--- config.mk ---
export PLATFORM = sky130hd
export DESIGN_NAME = controle_irrigacao
export DESIGN_NICKNAME = d
export VERILOG_FILES = /design/src/rtl/irrigacao_pkg.sv /design/src/rtl/filtro_sensor.sv /design/src/rtl/controle_irrigacao.sv
export SDC_FILE = /design/constraint.sdc
export NUM_CORES = 1
export LEC_CHECK = 0
export CAP_MARGIN = 10
export CORE_ASPECT_RATIO = 1.25
export CORE_MARGIN = 3
export CORE_UTILIZATION = 47
export DETAILED_ROUTE_END_ITERATION = 8
export HOLD_SLACK_MARGIN = 0.08
export PLACE_DENSITY = 0.78
export SLEW_MARGIN = 30
export SYNTH_ARGS = -nofsm -noshare
export SYNTH_HDL_FRONTEND = slang
export SYNTH_SLANG_ARGS = --single-unit
--- constraint.sdc ---
create_clock -name clock -period 1.4 [get_ports clock]
set_clock_uncertainty 0.05 [all_clocks]
set_input_delay 0.21 -clock clock [delete_from_list [all_inputs] [get_ports clock]]
set_output_delay 0.21 -clock clock [all_outputs]
set_load 0.02 [all_outputs]
--- src/rtl/irrigacao_pkg.sv ---
// irrigacao_pkg: shared state encoding, status codes and default timing for the irrigation controller
package irrigacao_pkg;
    localparam int NUM_BITS = 2;
    localparam int DEB_CYCLES_DEF = 4;
    localparam int MAX_IRR_DEF = 16;
    localparam logic [NUM_BITS-1:0] U_DESLIGADO = 2'b00;
    localparam logic [NUM_BITS-1:0] U_IRRIGANDO = 2'b01;
    localparam logic [NUM_BITS-1:0] U_OCIOSO = 2'b10;
    localparam logic [NUM_BITS-1:0] U_ERRO = 2'b11;
    typedef enum logic [NUM_BITS-1:0] {
        DESLIGADO = U_DESLIGADO,
        IRRIGANDO = U_IRRIGANDO,
        OCIOSO = U_OCIOSO,
        ERRO = U_ERRO
    } estado_t;
endpackage

--- src/rtl/filtro_sensor.sv ---
// filtro_sensor: two-flop synchronizer followed by a debounce filter; resets to wet
module filtro_sensor
    import irrigacao_pkg::*;
#(
    parameter int DEB_CYCLES = DEB_CYCLES_DEF
) (
    input  logic clock,
    input  logic reset,
    input  logic raw_i,
    output logic filt_o
);
    logic [1:0] sync_q;
    logic [3:0] cnt_q, cnt_d;
    logic filt_q, filt_d, differ, done;

    always_comb begin
        differ = sync_q[1] != filt_q;
        done = differ && (cnt_q == 4'(DEB_CYCLES - 1));
        cnt_d = (differ && !done) ? cnt_q + 4'd1 : 4'd0;
        filt_d = done ? sync_q[1] : filt_q;
    end

    always_ff @(posedge clock) begin
        if (reset) begin
            sync_q <= 2'b11;
            cnt_q <= 4'd0;
            filt_q <= 1'b1;
        end else begin
            sync_q <= {sync_q[0], raw_i};
            cnt_q <= cnt_d;
            filt_q <= filt_d;
        end
    end

    assign filt_o = filt_q;
endmodule

--- src/rtl/controle_irrigacao.sv ---
// controle_irrigacao: moisture-driven valve FSM with irrigation timeout and latched fault
module controle_irrigacao
    import irrigacao_pkg::*;
#(
    parameter int DEB_CYCLES = DEB_CYCLES_DEF,
    parameter int MAX_IRR = MAX_IRR_DEF
) (
    input  logic                clock,
    input  logic                reset,
    input  logic                enable,
    input  logic                s_raso,
    input  logic                s_fundo,
    output logic [NUM_BITS-1:0] U,
    output logic                valvula
);
    estado_t state_q, state_d;
    logic [7:0] tmr_q, tmr_d;
    logic raso_f, fundo_f, seco, molhado, timeout;

    filtro_sensor #(.DEB_CYCLES(DEB_CYCLES)) u_raso (
        .clock(clock), .reset(reset), .raw_i(s_raso), .filt_o(raso_f)
    );
    filtro_sensor #(.DEB_CYCLES(DEB_CYCLES)) u_fundo (
        .clock(clock), .reset(reset), .raw_i(s_fundo), .filt_o(fundo_f)
    );

    always_comb begin
        seco = !raso_f && !fundo_f;
        molhado = raso_f && fundo_f;
        timeout = tmr_q == 8'(MAX_IRR - 1);
        tmr_d = (state_q != IRRIGANDO) ? 8'd0 : (tmr_q == 8'hFF) ? tmr_q : tmr_q + 8'd1;
        state_d = state_q;
        case (state_q)
            DESLIGADO: state_d = OCIOSO;
            OCIOSO:    state_d = seco ? IRRIGANDO : OCIOSO;
            // a simultaneous wet exit wins over the timeout
            IRRIGANDO: state_d = molhado ? OCIOSO : timeout ? ERRO : IRRIGANDO;
            ERRO:      state_d = ERRO;
            default:   state_d = DESLIGADO;
        endcase
        if (!enable) state_d = DESLIGADO;
    end

    always_ff @(posedge clock) begin
        if (reset) begin
            state_q <= DESLIGADO;
            tmr_q <= 8'd0;
        end else begin
            state_q <= state_d;
            tmr_q <= tmr_d;
        end
    end

    assign U = state_q;
    assign valvula = state_q == IRRIGANDO;
endmodule

==> results of run 1 <==
per-layer routing:
metal / track usage / routed length [µm]
met5: 0 / 0
met1: 0.172 / 762
met4: 0.0356 / 8
met3: 0.0284 / 24
met2: 0.254 / 1000
power breakdown:
group / internal [mW] / switching (mW) / leakage (nW) / total (mW)
combinational: 0.0247 / 0.0145 / 0.262 / 0.0392
sequential: 0.691 / 0.00410 / 0.198 / 0.695
clock: 0.0999 / 0.170 / 0.0138 / 0.270
total: 0.816 / 0.189 / 0.474 / 1.00
stage by stage:
step                area, µm²  instances
floorplan                1000        106
global placement         1160        141
detailed placement       1160        141
CTS                      1190        144
global route             1240        144
finish                   1240        144
synth_stat cells (2+ instances only):
cell type	count	area share
a211o_1	2	0.018
a21oi_1	2	0.010
a31oi_1	5	0.031
and3_1	3	0.019
clkbuf_1	2	0.0075
dfxtp_1	24	0.48
ha_1	3	0.038
inv_1	3	0.011
nand2_1	6	0.023
nand2b_1	2	0.013
nand3_1	5	0.025
nor2_1	9	0.034
nor2b_1	2	0.013
nor3_1	3	0.015
nor3b_1	4	0.030
o21ai_0	5	0.025
or2_2	4	0.025
or3_1	2	0.013
xnor2_1	4	0.035
xor2_1	2	0.018
cell type report:
| class | count | share of cell area |
|---|---|---|
| Sequential cell | 24 | 0.393 |
| Multi-Input combinational cell | 77 | 0.447 |
| Tap cell | 20 | 0.0201 |
| Timing Repair Buffer | 17 | 0.113 |
| Clock buffer | 3 | 0.0181 |
| Inverter | 3 | 0.00905 |
how the worst max path moves through the flow:
stage | from | slack, ns | to | cells after the start
global route | tmr_q[0]$_SDFFE_PP0P_ | -0.01 | tmr_q[7]$_SDFFE_PP0P_ | 4
global placement | reset | -0.06 | tmr_q[3]$_SDFFE_PP0P_ | 5
floorplan | U[0]$_SDFF_PP0_ | 0.008 | tmr_q[6]$_SDFFE_PP0P_ | 3
CTS | u_fundo.cnt_q[0]$_SDFF_PP0_ | 0.006 | u_fundo.cnt_q[2]$_SDFF_PP0_ | 4
finish | tmr_q[0]$_SDFFE_PP0P_ | 0.06 | tmr_q[7]$_SDFFE_PP0P_ | 4
detailed placement | reset | -0.09 | tmr_q[4]$_SDFFE_PP0P_ | 5
cell families after synthesis:
logic type,synth area share
simple gates,0.274
flops,0.483
compound gates,0.123
xor+xnor,0.0528
buf+inv,0.0189
fa+ha+maj,0.0377
mux,0.0101
state kept, by name (all words and copies together) (netlist names):
signal / cells
tmr_q: 8
u_fundo.cnt_q: 4
u_raso.cnt_q: 4
U: 2
u_fundo.sync_q: 2
u_raso.sync_q: 2
u_fundo.filt_o: 1
u_raso.filt_o: 1
what timing repair did:
item	CTS	global route
endpoints found under the setup margin	6	14
pin swaps	1	2
gates resized for setup	10	18
==> results.sh, run 1 <==
export IMPL_synth_ff_type="dfxtp_1"
export IMPL_area_growth_pct=25.0
export IMPL_multi_input_area_um2=556
export IMPL_vias_per_cell=5.58
export IMPL_yosysWarnings=0
export IMPL_ir_drop_v=0.000587
export IMPL_route_vias_total=803
export IMPL_wl_per_cell_um=12.5
export IMPL_io_buffers=7
export IMPL_die_y_um=57.4
export IMPL_rows=18
export IMPL_hpwlAfterDp_mm=1.36
export IMPL_total_power_mw=1.00
export IMPL_final_common_cell="dfxtp_1"
export IMPL_rr_endpoint="tmr_q[7]$_SDFFE_PP0P_"
export IMPL_antenna_cells=0
export IMPL_numCtsBuffers=3
export IMPL_synth_seq_area_share=0.483
export IMPL_first_pass_iters=4
export IMPL_ff_latch_area_um2=489
export IMPL_n_fill_cell=181
export IMPL_r2r_cells=4
export IMPL_final_util=0.628
export IMPL_timing_slew_headroom=0.809
export IMPL_worstPathArrival_ns=1.51
export IMPL_status="complete, no violations"
export IMPL_cp_max_fo=4
export IMPL_initial_core_util=0.502
export IMPL_min_to="u_fundo.sync_q[1]$_SDFF_PP1_"
export IMPL_worstSetupPathType="reg -> reg"
export IMPL_synth_cells=106
export IMPL_finalHoldViolations=0
export IMPL_synth_area_um2=995
export IMPL_die_area_mm2=0.00271
export IMPL_post_cts_buffers=0
export IMPL_synth_nets=114
export IMPL_fin_hold_ws_ns=0.372
export IMPL_drive_gt1_frac=0.331
export IMPL_clk_latency_ns=0.29
export IMPL_grt_overflow=0
export IMPL_rr_startpoint="tmr_q[0]$_SDFFE_PP0P_"
export IMPL_worst_pin_slew_ns=0.284
export IMPL_grt_max_degree=13
export IMPL_cpMaxStageDelayCell="or4_4"
export IMPL_tritoncts="yes"
export IMPL_hp_start="u_fundo.sync_q[0]$_SDFF_PP1_"
export IMPL_path_cells="buf_4 > nand3_2 > or4_4 > a31oi_2"
export IMPL_ctsRootBufferMaster="clkbuf_4"
export IMPL_core_area_mm2=0.00198
export IMPL_antenna_found_initial=0
export IMPL_synthDistinctLibCells=34
export IMPL_synth_enable_flop_cells=0
export IMPL_critPathTopFamily="simple AND/OR/NAND/NOR gates"
export IMPL_grt_pass1_wl_mm=3.00
export IMPL_synth_seq_cells=24
export IMPL_cts_max_level=1
export IMPL_cts_hold_buf=0
export IMPL_wl_mm=1.80
export IMPL_fin_crit_sh=0.959
export IMPL_gr_usage_all_layers=0.144
export IMPL_hold_depth=1
export IMPL_p_leak_nw=0.474
export IMPL_layout_common_cells="dfxtp_1 (17), buf_4 (10), nor2_1 (7), dfxtp_2 (7), nand2_1 (6)"
export IMPL_cp_num_buf_inv=1
export IMPL_pre_cts_ws_ns=-0.0879
export IMPL_holdCritPathClass="reg -> reg"
export IMPL_avgSynthCellArea_um2=9.38
export IMPL_finalMaxSlewViolations=0
export IMPL_async_reset_ff_frac=0
export IMPL_nets=134
export IMPL_place_congestion=0.793
export IMPL_grt_pass1_vias=780
export IMPL_rrSetupSlack_ns=0.06
export IMPL_fp_dieW_um=47.1
export IMPL_startpoint_type="flip-flop"
export IMPL_detail_route_drc_violations=0
export IMPL_maxCapViolations=0
export IMPL_ant_nets=0
export IMPL_clockBufferDepth=2
export IMPL_setup_viol=0
export IMPL_ios=8
export IMPL_period_needed_ns=1.34
export IMPL_clock_fmax_mhz=745
export IMPL_cts_sinks=24
export IMPL_power_density_mw_per_mm2=808
export IMPL_max_stage_delay_ns=0.44
export IMPL_worstSetupEndpointType="flip-flop"
export IMPL_crit_required_ns=1.57
export IMPL_drt_iter0_drc=15
export IMPL_setup_tns_ns=0
export IMPL_clkTransAtPathRegs_ns=0.11
export IMPL_setup_ws_ns=0.0571
(Power assumes the default switching activity.)
==> run 2, diff against run 1 <==
--- a/config.mk
+++ b/config.mk
@@ -6,12 +6,14 @@
 export NUM_CORES = 1
 export LEC_CHECK = 0
 export CAP_MARGIN = 10
+export CELL_PAD_IN_SITES_DETAIL_PLACEMENT = 0
+export CELL_PAD_IN_SITES_GLOBAL_PLACEMENT = 2
 export CORE_ASPECT_RATIO = 1.25
 export CORE_MARGIN = 3
-export CORE_UTILIZATION = 47
+export CORE_UTILIZATION = 34
 export DETAILED_ROUTE_END_ITERATION = 8
 export HOLD_SLACK_MARGIN = 0.08
-export PLACE_DENSITY = 0.78
+export PLACE_DENSITY = 0.83
 export SLEW_MARGIN = 30
 export SYNTH_ARGS = -nofsm -noshare
 export SYNTH_HDL_FRONTEND = slang
==> constraint.sdc (replaced) <==
create_clock -name clock -period 1.5 [get_ports clock]
set_clock_uncertainty 0.05 [all_clocks]
set_input_delay 0.225 -clock clock [delete_from_list [all_inputs] [get_ports clock]]
set_output_delay 0.225 -clock clock [all_outputs]
set_load 0.02 [all_outputs]
==> run 2 against run 1 <==
  * Maximum frequency decreased by 5.6%
  * Total power rose by 14%
  * Clock power increased by 72%
  * Sequential cell count stayed put
  * Critical path depth is the same
  * Via count is 2.6% lower
  * Register-to-register slack gained 0.02 ns
  * First-iteration DRC count grew 33%
  * Sequential share of layout area increased by 0.37 points
  * Cell count grew 9.0%
  * Worst hold slack gained 0.0041 ns
  * Largest cell class unchanged
  * Largest power group unchanged
==> results.sh, run 2 (synthesis gave the netlist of run 1 again) <==
export IMPL_ctsRootBufferMaster="clkbuf_4"
export IMPL_ir_drop_v=0.000457
export IMPL_maxCapViolations=0
export IMPL_hpwlAfterDp_mm=1.53
export IMPL_fin_crit_sh=0.948
export IMPL_startpoint_type="flip-flop"
export IMPL_final_common_cell="dfxtp_1"
export IMPL_pre_cts_ws_ns=-0.0260
export IMPL_worstSetupEndpointType="flip-flop"
export IMPL_finalHoldViolations=0
export IMPL_numCtsBuffers=3
export IMPL_fp_dieW_um=54.4
export IMPL_clock_fmax_mhz=703
export IMPL_timing_slew_headroom=0.792
export IMPL_n_fill_cell=277
export IMPL_io_buffers=7
export IMPL_gr_usage_all_layers=0.131
export IMPL_cts_sinks=24
export IMPL_clockBufferDepth=2
export IMPL_layout_common_cells="dfxtp_1 (24), nor2_1 (9), buf_4 (8)"
export IMPL_wl_per_cell_um=12.5
export IMPL_detail_route_drc_violations=0
export IMPL_ff_latch_area_um2=480
export IMPL_rows=21
export IMPL_ios=8
export IMPL_setup_viol=0
export IMPL_core_area_mm2=0.00273
export IMPL_period_needed_ns=1.42
export IMPL_ant_nets=0
export IMPL_tritoncts="yes"
export IMPL_cts_max_level=1
export IMPL_top_regs="tmr_q x8, u_fundo.cnt_q x4, u_raso.cnt_q x4"
export IMPL_grt_overflow=0
export IMPL_finalMaxSlewViolations=0
export IMPL_grt_max_degree=15
export IMPL_place_congestion=0.711
export IMPL_grt_pass1_wl_mm=3.53
export IMPL_clkTransAtPathRegs_ns=0.14
export IMPL_area_growth_pct=21.6
export IMPL_first_pass_iters=4
export IMPL_setup_tns_ns=0
export IMPL_antenna_cells=0
export IMPL_final_util=0.443
export IMPL_drive_gt1_frac=0.179
export IMPL_power_density_mw_per_mm2=949
export IMPL_rsz0062_at_grt="no"
export IMPL_crit_required_ns=1.70
export IMPL_drt_iter0_drc=20
export IMPL_fin_hold_ws_ns=0.376
export IMPL_clk_latency_ns=0.31
export IMPL_top_register="tmr_q"
export IMPL_worst_pin_slew_ns=0.311
export IMPL_initial_core_util=0.364
export IMPL_holdCritPathClass="reg -> reg"
export IMPL_status="complete, no violations"
export IMPL_worstSetupPathType="reg -> reg"
export IMPL_route_vias_total=782
export IMPL_worstPathArrival_ns=1.63
export IMPL_vias_per_cell=4.98
export IMPL_cp_max_fo=5
export IMPL_p_leak_nw=0.474
export IMPL_antenna_found_initial=0
export IMPL_grt_pass1_vias=854
export IMPL_largest_reg_flops=8
export IMPL_die_y_um=66.5
export IMPL_nets=132
export IMPL_multi_input_area_um2=500
export IMPL_die_area_mm2=0.00361
export IMPL_setup_ws_ns=0.0775
export IMPL_wl_mm=1.97
-- run 2: cell types whose count changed in the layout (fill, tap and decap cells not counted), moves of 2 or more --
cell / previous run / this run
dfxtp_1: 17 / 24
dfxtp_2: 7 / 0
buf_4: 10 / 8
clkdlybuf4s15_1: 2 / 0
dlygate4sd2_1: 0 / 2
nor2_1: 7 / 9
nor2_2: 2 / 0
or3_1: 0 / 2
or3_4: 2 / 0
-- run 2: area by class of cell --
cell class / count / share of cell area
clock inverter: 1 / 0.0248
multi-input combinational: 77 / 0.414
tap: 34 / 0.0352
sequential: 24 / 0.397
clock buffer: 3 / 0.0186
timing repair buffer: 15 / 0.101
inverter: 3 / 0.00931
-- run 2: critical path, cell delays in order, from the launching register on --
cell,delay [ns]
dfxtp_1,0.37
ha_1,0.22
and3_1,0.23
a211oi_1,0.27
mux2i_1,0.22
-- run 2: final timing paths --
path / from / end / slack, ns / cells past startpoint
setup / recovery: tmr_q[0]$_SDFFE_PP0P_ / tmr_q[5]$_SDFFE_PP0P_ / 0.08 / 4
setup reg to reg: tmr_q[0]$_SDFFE_PP0P_ / tmr_q[5]$_SDFFE_PP0P_ / 0.08 / 4
hold reg to reg: u_raso.sync_q[0]$_SDFF_PP1_ / u_raso.sync_q[1]$_SDFF_PP1_ / 0.38 / 1
hold / removal: u_raso.sync_q[0]$_SDFF_PP1_ / u_raso.sync_q[1]$_SDFF_PP1_ / 0.38 / 1
-- run 2: where the power goes --
| part | switching [mW] | total (mW) | leakage, nW | internal, mW |
|---|---|---|---|---|
| clock network | 0.194 | 0.464 | 0.0279 | 0.270 |
| registers | 0.00354 | 0.649 | 0.195 | 0.646 |
| logic | 0.0138 | 0.0354 | 0.251 | 0.0216 |
-- run 2: stage by stage --
stage                     area [µm²]  cells  power [mW]
after CTS                       1210    157        1.16
after global routing            1210    157        1.20
after global placement          1160    153       0.700
final                           1210    157        1.15
after floorplan                  995    106       0.679
after detailed placement        1160    153       0.701
-- run 2: what timing repair did --
item,in CTS,in global routing
pin swaps,0,0
gates resized for setup,4,2
setup endpoints to repair,3,2
hold buffers,0,0
hold endpoints to repair,0,0
buffers inserted,0,0
-- run 2: metal layers --
| metal | up-vias | part of all wire | track usage |
|---|---|---|---|
| met2 | 2 | 0.53 | 0.244 |
| li1 | 411 | - | - |
| met5 | - | 0 | 0 |
| met3 | 2 | 0.014 | 0.0268 |
| met4 | 0 | 0.0066 | 0.0374 |
| met1 | 367 | 0.45 | 0.142 |
